### config.mk
export PLATFORM = sky130hd
export DESIGN_NAME = window_accum
export DESIGN_NICKNAME = d
export VERILOG_FILES = /design/src/rtl/window_accum.sv
export SDC_FILE = /design/constraint.sdc
export NUM_CORES = 1
export LEC_CHECK = 0
export CAP_MARGIN = 20
export CORE_UTILIZATION = 55
export CTS_BUF_LIST = sky130_fd_sc_hd__clkbuf_4 sky130_fd_sc_hd__clkbuf_8
export DETAILED_ROUTE_END_ITERATION = 12
export MAX_ROUTING_LAYER = met4
export PLACE_DENSITY = 0.84
export SETUP_SLACK_MARGIN = 0.1
export SLEW_MARGIN = 0
export SYNTH_ARGS = -nofsm -noshare
export SYNTH_HDL_FRONTEND = slang
export SYNTH_SLANG_ARGS = --single-unit
### constraint.sdc
create_clock -name clk -period 4.8 [get_ports clk]
set_input_delay 0.96 -clock clk [delete_from_list [all_inputs] [get_ports clk]]
set_output_delay 0.96 -clock clk [all_outputs]
set_load 0.05 [all_outputs]
### src/rtl/window_accum.sv
// ============================================================================
// Module      : window_accum
// Description : Sums 2^WIN_LOG2 signed 9-bit samples per window and presents
//               the sum and average with a valid/ready handshake.
//               Define WINDOW_ACCUM_ROUND_EN for round-half-up averaging
//               (floor truncation otherwise).
// Revision    : 1.0 - initial release
// ============================================================================
`default_nettype none

module window_accum #(
    parameter int WIN_LOG2 = 2
) (
    input  logic                  clk,
    input  logic                  rst,
    input  logic                  in_valid,
    input  logic [8:0]            in_data,
    output logic                  in_ready,
    input  logic                  flush,
    output logic                  out_valid,
    input  logic                  out_ready,
    output logic [8+WIN_LOG2:0]   out_sum,
    output logic [8:0]            out_avg
);

    localparam int c_SW = 9 + WIN_LOG2;

    typedef enum logic [0:0] {
        ACC  = 1'b0,
        HOLD = 1'b1
    } state_t;

    state_t                     r_state;
    state_t                     w_state_nxt;
    logic signed [c_SW-1:0]     r_acc;
    logic [WIN_LOG2-1:0]        r_cnt;
    logic                       w_accept;
    logic                       w_last;
    logic signed [c_SW-1:0]     w_sum_nxt;
    logic [8:0]                 w_avg;

    assign w_accept  = (r_state == ACC) && in_valid && !flush;
    assign w_last    = w_accept && (r_cnt == {WIN_LOG2{1'b1}});
    assign w_sum_nxt = r_acc + {{WIN_LOG2{in_data[8]}}, in_data};

`ifdef WINDOW_ACCUM_ROUND_EN
    // One extra bit of headroom so adding the half-LSB can never wrap.
    localparam logic signed [c_SW:0] c_HALF = (c_SW+1)'(1) << (WIN_LOG2 - 1);
    logic signed [c_SW:0] w_round;
    assign w_round = {w_sum_nxt[c_SW-1], w_sum_nxt} + c_HALF;
    assign w_avg   = 9'(w_round >>> WIN_LOG2);
`else
    assign w_avg   = 9'(w_sum_nxt >>> WIN_LOG2);
`endif

    assign in_ready  = (r_state == ACC);
    assign out_valid = (r_state == HOLD);

    always_comb begin
        w_state_nxt = r_state;
        case (r_state)
            ACC:     if (w_last)    w_state_nxt = HOLD;
            HOLD:    if (out_ready) w_state_nxt = ACC;
            default: w_state_nxt = ACC;
        endcase
    end

    always_ff @(posedge clk) begin
        if (rst) begin
            r_state <= ACC;
        end else begin
            r_state <= w_state_nxt;
        end
    end

    // Accumulator is cleared on completion so HOLD exits straight into a fresh window.
    always_ff @(posedge clk) begin
        if (rst) begin
            r_acc   <= '0;
            r_cnt   <= '0;
            out_sum <= '0;
            out_avg <= '0;
        end else if (r_state == ACC) begin
            if (flush) begin
                r_acc <= '0;
                r_cnt <= '0;
            end else if (w_accept) begin
                if (w_last) begin
                    r_acc   <= '0;
                    r_cnt   <= '0;
                    out_sum <= w_sum_nxt;
                    out_avg <= w_avg;
                end else begin
                    r_acc   <= w_sum_nxt;
                    r_cnt   <= r_cnt + 1'b1;
                end
            end
        end
    end

endmodule

`default_nettype wire
== Yosys cells after proc, flatten, opt, wreduce, memory -nomap -nowiden ==
Cells that the tools add are included.

* Equal/unequal tests: 1
* Reduce and logical (&&, ||, !) cells: 7
* Add/subtract/negate cells: 2
* Muxes and demuxes: 9
* Bitwise logic cells: 2

{| class="wikitable"
|+ Operators with widths
! operator !! number
|-
| two-way mux 11 bit || 3
|-
| adder 11 bit || 1
|-
| two-way mux 2 bit || 3
|-
| AND reduction 4 bit || 1
|-
| logical AND 1 bit || 3
|-
| adder 2 x 1 -> 2 bit (second input constant) || 1
|-
| equality test 2 bit (second input constant) || 1
|-
| two-way mux 1 bit || 2
|-
| NOT 1 bit || 2
|-
| one-hot mux 1 bit (2 select lines) || 1
|-
| AND reduction 2 bit || 1
|-
| nonzero test 2 bit || 1
|-
| zero test 1 bit || 1
|}

* Output and inout port bits: 22
* Input port bits: 14
* Register bits after elaboration: 34

== Logic depth before layout (Yosys ltp) ==
* Word-level depth: 7
* Depth in mapped cells: 7

== Least setup slack after synthesis ==
No wires, ideal clock.

* Kind: input-to-reg
* From: input port in_data[0]
* To: register r_acc[6]
* Data arrival time: 2.398 ns
* Cell stages on the path: 7
* Path buffers: 0
* Library setup time: 0.132 ns
* Data required time: 4.668 ns
* Path slack: 2.270 ns
* Path through: ha_1 -> fa_1 -> a21o_1 -> and4_1 -> or3_1 -> nand3_1 -> a21oi_1

* Longest elaborated chain between the ends: 4

{| class="wikitable"
|+ Ends and longest elaborated chain
! element !! RTL line !! RTL
|-
| from (decl) || 17 || <nowiki>input logic [8:0] in_data,</nowiki>
|-
| adder 11 bit || 44 || <nowiki>assign w_sum_nxt = r_acc + {{WIN_LOG2{in_data[8]}}, in_data};</nowiki>
|-
| two-way mux 11 bit || 88 || <nowiki>if (w_last) begin</nowiki>
|-
| two-way mux 11 bit || 87 || <nowiki>end else if (w_accept) begin</nowiki>
|-
| two-way mux 11 bit || 84 || <nowiki>if (flush) begin</nowiki>
|-
| to (signal assigned) || 94 || <nowiki>r_acc <= w_sum_nxt;</nowiki>
|-
| to (decl) || 35 || <nowiki>logic signed [c_SW-1:0] r_acc;</nowiki>
|}

No other way between the ends. The select of a mux whose other input is x is not followed.
A chain may end at the register's enable or synchronous reset.

== Final worst setup path ==
* From: input port in_valid
* To: register r_acc[9]

* Longest elaborated chain between the ends: 6
* Elaborated cells between the ends (all ways): 8
* Those cells by class: mux: 3; reduce/logical: 5

{| class="wikitable"
|+ Ends and longest elaborated chain
! element !! RTL line !! RTL
|-
| from (decl) || 16 || <nowiki>input logic in_valid,</nowiki>
|-
| logical AND 1 bit (*) (2 in series) || 42 || <nowiki>assign w_accept = (r_state == ACC) && in_valid && !flush;</nowiki>
|-
| logical AND 1 bit || 43 || <nowiki>assign w_last = w_accept && (r_cnt == {WIN_LOG2{1'b1}});</nowiki>
|-
| two-way mux 11 bit || 88 ||
|-
| two-way mux 11 bit || 87 ||
|-
| two-way mux 11 bit || 84 ||
|}

Mark *: on every way between the ends. The rest lies on a longest branch, timed or not. The select of a mux whose other input is x is not followed.

==> impl_metrics.env <==
export IMPL_antennaDiodeCount=0
export IMPL_yosys_register_bits=25
export IMPL_synth_edff_count=0
export IMPL_worst_setup_path_start_kind="input pin"
export IMPL_r2r_cells=4
export IMPL_finalWeightedCongestion=0.9058
export IMPL_syn_instance_count=186
export IMPL_antenna_found_initial=0
export IMPL_tritoncts_num_buffers=3
export IMPL_final_net_count=233
export IMPL_syn_nets=212
export IMPL_globalRouteOverflowTotal=0
export IMPL_wl_per_cell_um=15.88
export IMPL_setup_worst_path_start="in_valid"
export IMPL_cts_root_buf="sky130_fd_sc_hd__clkbuf_4"
export IMPL_die_area_um2=3023
export IMPL_grt_max_degree=32
export IMPL_grt_first_pass_wirelength_mm=5.575
export IMPL_grt_pass1_vias=1328
export IMPL_area_growth_syn_to_layout_pct=19.85
export IMPL_start_util=0.6014
export IMPL_vias=1487
export IMPL_std_cell_rows=18
export IMPL_post_synth_instance_area_um2=1544
export IMPL_run_status="completed"
export IMPL_worst_slew_pin_transition_ns=1.062
export IMPL_final_period_utilization=0.5951
export IMPL_cts_tree="built"
export IMPL_design_core_area_um2=2567
export IMPL_dpl_worst_slack_ns=1.664
export IMPL_reg2reg_setup_slack_ns=2.70
export IMPL_timing_final_hold_violations=0
export IMPL_place_detailed_hpwl_mm=2.730
export IMPL_endpoint_kind="flip-flop"
export IMPL_number_of_cells_upsized_or_downsized_after_cts=0
export IMPL_num_io_pins=36
export IMPL_final_cell_utilization_of_the_core=0.7208
export IMPL_post_route_min_period_ns=2.857
export IMPL_postSynth_asyncResetShare=0
export IMPL_grt_setup_unrepaired="false"
export IMPL_grt_util_all_layers=0.2649
export IMPL_yosysSeqAreaShare=0.3241
export IMPL_worst_ep_required_time_ns=5.02
export IMPL_postCtsHoldBufs=0
export IMPL_p_leak_nw=0.7151
export IMPL_crit_fanout=10
export IMPL_fin_tns_setup_ns=0
export IMPL_drtAntennaViolNets=0
export IMPL_critPathArrivalTime_ns=3.08
export IMPL_layout_setup_ws_ns=1.943
export IMPL_post_synth_num_cell_types=41
export IMPL_critical_path_endpoint="r_acc[9]"
export IMPL_portBuffers=35
export IMPL_drc=0
export IMPL_final_setup_viol_count=0
export IMPL_cts_buffer_depth=2
export IMPL_drv_max_cap_violation_count=0
export IMPL_final_instance_count_excl_fill=236
export IMPL_1st_pass_router_iterations=5
export IMPL_clkSinkCount=25
export IMPL_final_max_slew_violation_count=0
export IMPL_num_fill_cells=220
export IMPL_min_delay_path_class="reg -> reg"
export IMPL_mean_area_per_synthesized_cell_um2=8.301
export IMPL_r2r_end="r_acc[9]"
export IMPL_fmaxAchievable_ghz=0.3501
export IMPL_clkSlewWorstSetupHoldPaths_ns=0.15
export IMPL_routed_wirelength_mm=3.748
export IMPL_placedCellCount=232
export IMPL_peakVddDrop_mv=0.1641
export IMPL_ys_dominant_reg_cell="sky130_fd_sc_hd__dfxtp_1"
export IMPL_synth_warnings=0
export IMPL_dieWidth_um=54.99
export IMPL_final_hold_slack_ns=0.4689
export IMPL_p_per_area_nw_per_um2=215.7
export IMPL_post_drt_via_cell_ratio=6.301
export IMPL_cts_htree_levels=1
export IMPL_clock_skew_final_ns=0.01042
export IMPL_worstSetupPathType="in -> reg"
export IMPL_post_cts_buffers=0
export IMPL_detail_route_iter0_violations=67
export IMPL_die_h_um=54.99
export IMPL_post_route_cells_drive_above_1_share=0.03398
export IMPL_clock_insertion_delay_worst_skew_ns=0.33
export IMPL_headroom_to_the_max_slew_limit=0.2876
export IMPL_crit_reg2reg_launch="out_valid"
-- registers in the layout, summed over array words and instances (netlist names) --
signal     count
out_sum       11
out_valid      1
r_acc         11
r_cnt          2
-- synthesized netlist by cell type (all sizes together) (3+ instances only) --
cell | n | area [um2]
o311ai | 3 | 33.79
nor2 | 16 | 60.06
a22oi | 6 | 45.04
nand2 | 20 | 75.07
o21ai | 5 | 25.02
a31oi | 3 | 18.77
dfxtp | 25 | 500.5
clkbuf | 5 | 18.77
ha | 11 | 137.6
buf | 14 | 92.58
a21oi | 17 | 85.08
a21o | 5 | 37.54
nand3b | 5 | 37.54
nand4 | 5 | 31.28
and2 | 3 | 18.77
nand3 | 6 | 30.03
nand2b | 6 | 37.54
-- worst min-delay path by stage --
stage	slack, ns	depth (start not counted)	startpoint	end
after floorplan	0.44	2	r_acc[6]	r_acc[6]
after global placement	0.44	2	out_sum[1]	out_sum[1]
after detailed placement	0.45	2	r_acc[6]	r_acc[6]
after CTS	0.47	2	r_acc[6]	r_acc[6]
after global routing	0.50	2	r_acc[6]	r_acc[6]
final	0.47	2	r_acc[6]	r_acc[6]
-- power by group --
part / internal (mW) / leakage (nW) / switching (mW) / total (mW)
Combinational: 0.0333 / 0.494 / 0.0452 / 0.0786
Sequential: 0.212 / 0.203 / 0.00319 / 0.216
Clock: 0.0383 / 0.0184 / 0.0668 / 0.105
Total: 0.284 / 0.715 / 0.115 / 0.399
-- layout make-up --
type	count	area, um2	area share
Sequential cell	25	500.5	0.2705
Tap cell	30	37.54	0.02028
Timing Repair Buffer	35	350.3	0.1893
Clock buffer	4	30.03	0.01623
Multi-Input combinational cell	140	924.6	0.4997
Inverter	2	7.507	0.004057
-- metal layers --
layer,wire length [um],GRT usage,part of all wire,vias to the layer above
li1,-,-,-,713
met1,1602,0.2954,0.43,688
met2,1836,0.4699,0.49,73
met3,229,0.03552,0.061,13
met4,79,0.1125,0.021,0
met5,0,-,0,-
-- worst max-delay path: stages --
cell                              delay (ns)
sky130_fd_sc_hd__clkdlybuf4s50_1        0.47
sky130_fd_sc_hd__nor3b_1                0.43
sky130_fd_sc_hd__nor2b_1                0.82
sky130_fd_sc_hd__nand4_1                0.22
sky130_fd_sc_hd__o311ai_0               0.18
-- stage by stage --
stage          power [mW]  area [um2]
2_1_floorplan      0.2715        1544
3_3_place_gp       0.2920        1821
3_5_place_dp       0.2960        1821
4_1_cts            0.3957        1851
5_1_grt            0.4111        1851
6_report           0.3992        1851
-- layout by cell type (no fill, tap or decap), types with 2 or more instances in the layout --
| master | count |
|---|---|
| sky130_fd_sc_hd__a2111o_1 | 2 |
| sky130_fd_sc_hd__a211oi_1 | 2 |
| sky130_fd_sc_hd__a21o_1 | 5 |
| sky130_fd_sc_hd__a21oi_1 | 17 |
| sky130_fd_sc_hd__a22oi_1 | 6 |
| sky130_fd_sc_hd__a31oi_1 | 3 |
| sky130_fd_sc_hd__and2_1 | 3 |
| sky130_fd_sc_hd__clkbuf_4 | 4 |
| sky130_fd_sc_hd__clkdlybuf4s50_1 | 35 |
| sky130_fd_sc_hd__dfxtp_1 | 25 |
| sky130_fd_sc_hd__ha_1 | 11 |
| sky130_fd_sc_hd__inv_1 | 2 |
| sky130_fd_sc_hd__nand2_1 | 20 |
| sky130_fd_sc_hd__nand2b_1 | 6 |
| sky130_fd_sc_hd__nand3_1 | 6 |
| sky130_fd_sc_hd__nand3b_1 | 5 |
| sky130_fd_sc_hd__nand4_1 | 5 |
| sky130_fd_sc_hd__nand4b_1 | 2 |
| sky130_fd_sc_hd__nor2_1 | 16 |
| sky130_fd_sc_hd__nor3b_1 | 2 |
| sky130_fd_sc_hd__o2111ai_1 | 2 |
| sky130_fd_sc_hd__o211ai_1 | 2 |
| sky130_fd_sc_hd__o21ai_0 | 4 |
| sky130_fd_sc_hd__o311ai_0 | 2 |
| sky130_fd_sc_hd__xnor2_1 | 2 |
| sky130_fd_sc_hd__xor2_1 | 2 |
-- logic make-up after synthesis --
kind of cell | count (synthesis) | synth area share
xor+xnor | 4 | 0.02269
simple gates | 72 | 0.2407
compound gates | 52 | 0.2334
flops | 25 | 0.3241
buf+inv | 21 | 0.07698
fa+ha+maj | 12 | 0.1021
Note: power is estimated with default switching activity, not from simulation.
